===== config.mk =====
export PLATFORM = sky130hd
export DESIGN_NAME = mem_arb
export DESIGN_NICKNAME = d
export VERILOG_FILES = /design/src/rtl/mem_arb.sv
export SDC_FILE = /design/constraint.sdc
export NUM_CORES = 1
export LEC_CHECK = 0
export BUFFER_PORTS_ARGS = -buffer_cell sky130_fd_sc_hd__buf_2
export CAP_MARGIN = 10
export CORE_ASPECT_RATIO = 1.1
export CORE_UTILIZATION = 35
export DETAILED_ROUTE_END_ITERATION = 16
export PLACE_DENSITY = 0.6
export RECOVER_POWER = 50
export SKIP_CTS_REPAIR_TIMING = 1
export SLEW_MARGIN = 40
export SYNTH_ARGS = -nofsm -noshare
export SYNTH_HDL_FRONTEND = slang
export SYNTH_SLANG_ARGS = --single-unit

===== constraint.sdc =====
create_clock -name clock -period 4.6 [get_ports clock]
set_clock_uncertainty 0.15 [all_clocks]
set_input_delay 0.23 -clock clock [delete_from_list [all_inputs] [get_ports clock]]
set_output_delay 0.23 -clock clock [all_outputs]
set_load 0.01 [all_outputs]

===== src/rtl/mem_arb.sv =====
// ============================================================================
// Module   : mem_arb
// Brief    : Multi-channel beat assembler with a locking round-robin output
//            arbiter. Each channel packs BEATS narrow beats into one word.
// Revision : 1.0 - initial release
// ============================================================================
`default_nettype none

module mem_arb #(
  parameter  int NCH   = 2,
  parameter  int IN_W  = 4,
  parameter  int BEATS = 2,
  localparam int OUT_W = IN_W * BEATS,
  localparam int CH_W  = (NCH > 1) ? $clog2(NCH) : 1
) (
  input  logic                  clock,
  input  logic                  reset_n,
  input  logic                  flush,
  input  logic [NCH-1:0]        in_valid,
  input  logic [NCH*IN_W-1:0]   in_data,
  output logic [NCH-1:0]        in_ready,
  output logic                  out_valid,
  input  logic                  out_ready,
  output logic [OUT_W-1:0]      out_data,
  output logic [CH_W-1:0]       out_ch,
  output logic [2*NCH-1:0]      coverage
);

  localparam int          CNT_W       = $clog2(BEATS);
  localparam logic [1:0]  c_st_idle   = 2'd0;
  localparam logic [1:0]  c_st_assem  = 2'd1;
  localparam logic [1:0]  c_st_full   = 2'd2;
  localparam logic [CH_W:0] c_nch     = (CH_W + 1)'(NCH);

  logic [NCH-1:0]       w_full;
  logic [NCH*OUT_W-1:0] w_word_flat;
  logic                 w_any;
  logic                 w_hs;
  logic [CH_W-1:0]      w_grant;
  logic [CH_W-1:0]      w_grant_inc;
  logic [CH_W-1:0]      w_search_g;
  logic                 w_found;
  logic [CH_W:0]        w_sum;
  logic [OUT_W-1:0]     w_sel;

  logic                 r_lock;
  logic [CH_W-1:0]      r_lock_ch;
  logic [CH_W-1:0]      r_rr_ptr;

  // ---------------------------------------------------------------- channels
  for (genvar c = 0; c < NCH; c++) begin : g_ch
    logic [1:0]       r_state, w_state_nxt;
    logic [CNT_W-1:0] r_cnt, w_cnt_nxt;
    logic [OUT_W-1:0] r_word, w_word_nxt;
    logic [IN_W-1:0]  w_beat;
    logic             w_rdy;
    logic             w_accept;
    logic             w_take;

    assign w_beat   = in_data[c*IN_W +: IN_W];
    assign w_accept = in_valid[c] && w_rdy;
    assign w_take   = w_hs && (w_grant == CH_W'(c));

    always_ff @(posedge clock or negedge reset_n) begin
      if (!reset_n) begin
        r_state <= c_st_idle;
        r_cnt   <= '0;
        r_word  <= '0;
      end else begin
        r_state <= w_state_nxt;
        r_cnt   <= w_cnt_nxt;
        r_word  <= w_word_nxt;
      end
    end

    always_comb begin
      w_state_nxt = r_state;
      w_cnt_nxt   = r_cnt;
      w_word_nxt  = r_word;
      case (r_state)
        c_st_idle: begin
          if (w_accept) begin
            w_state_nxt            = c_st_assem;
            w_cnt_nxt              = CNT_W'(1);
            w_word_nxt             = '0;
            w_word_nxt[IN_W-1:0]   = w_beat;
          end
        end
        c_st_assem: begin
          if (flush) begin
            w_state_nxt = c_st_idle;
            w_cnt_nxt   = '0;
          end else if (w_accept) begin
            for (int k = 0; k < BEATS; k++) begin
              if (r_cnt == CNT_W'(k)) w_word_nxt[k*IN_W +: IN_W] = w_beat;
            end
            if (r_cnt == CNT_W'(BEATS - 1)) begin
              w_state_nxt = c_st_full;
              w_cnt_nxt   = '0;
            end else begin
              w_cnt_nxt = r_cnt + CNT_W'(1);
            end
          end
        end
        c_st_full: begin
          if (w_take) w_state_nxt = c_st_idle;
        end
        default: begin
          w_state_nxt = c_st_idle;
          w_cnt_nxt   = '0;
        end
      endcase
    end

    always_comb begin
      w_rdy = (r_state != c_st_full) && !flush;
    end

    assign in_ready[c]                     = w_rdy;
    assign w_full[c]                       = (r_state == c_st_full);
    assign coverage[2*c +: 2]              = r_state;
    assign w_word_flat[c*OUT_W +: OUT_W]   = r_word;
  end

  // ---------------------------------------------------------------- arbiter
  always_comb begin
    w_search_g = '0;
    w_found    = 1'b0;
    w_sum      = '0;
    for (int i = 0; i < NCH; i++) begin
      w_sum = {1'b0, r_rr_ptr} + (CH_W + 1)'(i);
      if (w_sum >= c_nch) w_sum = w_sum - c_nch;
      if (!w_found && w_full[w_sum[CH_W-1:0]]) begin
        w_found    = 1'b1;
        w_search_g = w_sum[CH_W-1:0];
      end
    end
  end

  // A presented word stays put until taken, even if a better-placed channel fills.
  assign w_any       = |w_full;
  assign w_grant     = r_lock ? r_lock_ch : w_search_g;
  assign w_hs        = w_any && out_ready;
  assign w_grant_inc = (w_grant == CH_W'(NCH - 1)) ? '0 : w_grant + CH_W'(1);

  always_ff @(posedge clock or negedge reset_n) begin
    if (!reset_n) begin
      r_lock    <= 1'b0;
      r_lock_ch <= '0;
      r_rr_ptr  <= '0;
    end else if (w_hs) begin
      r_lock    <= 1'b0;
      r_rr_ptr  <= w_grant_inc;
    end else if (w_any) begin
      r_lock    <= 1'b1;
      r_lock_ch <= w_grant;
    end
  end

  always_comb begin
    w_sel = '0;
    for (int c = 0; c < NCH; c++) begin
      if (w_grant == CH_W'(c)) w_sel = w_word_flat[c*OUT_W +: OUT_W];
    end
  end

  assign out_valid = w_any;
  assign out_data  = w_any ? w_sel : '0;
  assign out_ch    = w_grant;

endmodule

`default_nettype wire


==> flow_metrics.env <==
export IMPL_status="finished clean"
export IMPL_diodes=0
export IMPL_num_nets_final=185
export IMPL_postSynthAreaPerCell_um2=9.46
export IMPL_maxSlewViolCount=0
export IMPL_tns_ns=0
export IMPL_setup_viol=0
export IMPL_vias=1185
export IMPL_die_x_um=62.3
export IMPL_tightest_slew_ns=1.35
export IMPL_first_pass_iters=4
export IMPL_critPathMaxFanout=15
export IMPL_dieArea_um2=4260
export IMPL_antenna_found_initial=0
export IMPL_syn2layout_area_growth_pct=14.6
export IMPL_gp_congestion=0.751
export IMPL_holdPathStages=2
export IMPL_r2r_start="g_ch[0].r_state[0]"
export IMPL_hp_start="out_ready"
export IMPL_cp_num_buf_inv=1
export IMPL_rsz0062_at_grt="no"
export IMPL_r2r_end="g_ch[1].r_state[1]"
export IMPL_yosys_most_used_dff="dfrtp_1"
export IMPL_hold_path_end="g_ch[0].r_state[1]"
export IMPL_hold_viol_final=0
export IMPL_cts_htree_levels=1
export IMPL_power_leakage_nw=0.733
export IMPL_synthArstFlopShare=1.00
export IMPL_postRouteAntennaNets=0
export IMPL_fin_crit_ns=2.65
export IMPL_reg2reg_depth=4
export IMPL_post_drt_wl_per_cell_um=14.1
export IMPL_seq_area_frac_synth=0.447
export IMPL_grt_usage=0.157
export IMPL_netlist_instances=148
export IMPL_cp_cell_sequence="or3b_1 -> a22oi_2 -> mux2i_1 -> buf_2"
export IMPL_r2r_slack_ns=2.46
export IMPL_critPathMaxStageDelay_ns=0.58
export IMPL_max_cap_viol_count=0
export IMPL_core_area_um2=3740
export IMPL_grt_pass1_vias=1141
export IMPL_clk_pin_slew_worst_paths_ns=0.09
export IMPL_p_per_area_nw_per_um2=512
export IMPL_fmax_mhz=377
export IMPL_drt_iter0_drc=19
export IMPL_worst_setup_path_start_kind="register"
export IMPL_dp_hpwl_um=2320
export IMPL_worst_endpoint_arrival_ns=2.27
export IMPL_slew_headroom=0.0977
export IMPL_numCtsBuffers=3
export IMPL_period_share=0.577
export IMPL_total_power_w=0.000821
export IMPL_cp_slowest_cell="a22oi_2"
export IMPL_yosys_register_bits=25
export IMPL_hold_class="in2reg"
export IMPL_grt_pass1_wl_um=5280
export IMPL_start_util=0.374
export IMPL_cts_path_max_buffers=2
export IMPL_worstSkewPairLatency_ns=0.26
export IMPL_synth_edff_count=0
export IMPL_synth_area_um2=1400
export IMPL_yosysWarningCount=0
export IMPL_vias_per_cell=5.39
export IMPL_yosysUniqueCellTypes=33
export IMPL_grt_max_degree=26
export IMPL_required_ns=4.22
export IMPL_portBuffers=29
export IMPL_drc=0
export IMPL_vdd_drop_max_mv=0.187
export IMPL_end_kind="primary output"
export IMPL_clock_sinks=25
export IMPL_crit_family="compound AO/OA/AOI/OAI gates"
export IMPL_chipHeight_um=68.3
export IMPL_drt_total_wl_um=3100
export IMPL_critPathKind="reg2out"
export IMPL_grt_overflow=0
export IMPL_cts_root_buf="clkbuf_8"
export IMPL_ioPinCount=30
export IMPL_syn_num_nets=162
export IMPL_num_rows=23
export IMPL_cts_tree="done"
export IMPL_drive_gt1_frac=0.271
## flip-flops by register name, summed over array words and instances (netlist names)
| register | cells |
|---|---|
| r_lock | 1 |
| r_lock_ch | 1 |
| g_ch.r_word | 16 |
| g_ch.r_cnt | 2 |
| r_rr_ptr | 1 |
| g_ch.r_state | 4 |
## how the worst max path moves through the flow
stage,from,end,slack [ns],cells after the start
2_1_floorplan,g_ch[0].r_state[1],out_data[0],2.75,4
3_3_place_gp,g_ch[0].r_state[0],out_data[3],2.24,4
3_5_place_dp,g_ch[0].r_state[0],out_data[4],2.24,4
4_1_cts,g_ch[0].r_state[0],out_data[3],1.95,4
5_1_grt,g_ch[0].r_state[0],out_data[4],1.80,4
6_report,g_ch[0].r_state[0],out_data[3],1.95,4
## synthesized netlist by cell type, drive strengths merged (3+ instances only)
library cell	number	area share
a31oi	5	0.022
buf	3	0.019
clkbuf	9	0.024
dfrtp	25	0.45
inv	5	0.013
mux2	9	0.072
mux2i	8	0.057
nand2	19	0.051
nand3	4	0.014
nand4	4	0.018
nor2	3	0.0080
nor2b	4	0.018
nor3b	3	0.020
o21ai	24	0.086
or3b	3	0.019
## cells by family after synthesis
kind of cell	Yosys count	share of synthesized area
AO/OA/AOI/OAI	42	0.186
flip-flops	25	0.447
XOR/XNOR	2	0.0125
multiplexers	17	0.130
buffers and inverters	17	0.0563
AND/OR/NAND/NOR	45	0.169
## where the power goes
part,total [W],switching [W],internal [W]
combinational,0.000293,0.000149,0.000144
sequential,0.000400,0.0000949,0.000305
clock,0.000128,0.0000679,0.0000605
total,0.000821,0.000312,0.000509
## per-stage QoR
step,instances,util,hold WS [ns],instance area (um2),setup WS (ns)
final,220,0.429,0.0455,1600,1.95
after global routing,220,0.429,0.0575,1600,1.80
after CTS,219,0.427,-0.183,1600,1.95
after detailed placement,215,0.415,0.109,1550,2.24
after global placement,215,0.414,0.106,1550,2.24
after floorplan,148,-,-0.216,1400,2.75
## area by class of cell
class                   count  area (um2)
fillers                   380        2140
multi-input cells         106         701
flip-flops and latches     25         626
repair buffers             30         150
well taps                  50        62.6
clock buffers               3        41.3
inverters                   5        18.8
clock inverters             1        5.00
## cells in the final DEF, fill, tap and decap left out, types with 5 or more instances in the layout
| cell type | instances |
|---|---|
| nand2_1 | 19 |
| mux2_2 | 9 |
| dfrtp_1 | 25 |
| buf_2 | 25 |
| o21ai_0 | 24 |
| inv_1 | 5 |
| mux2i_1 | 8 |
| a31oi_1 | 5 |
## layer usage
layer,vias to the layer above,track usage,share of wire
li1,575,-,-
met1,577,0.191,0.45
met2,27,0.280,0.49
met3,6,0.0267,0.046
met4,0,0.0669,0.015
met5,-,0,0
No activity file was read; power rests on OpenSTA's default activity.
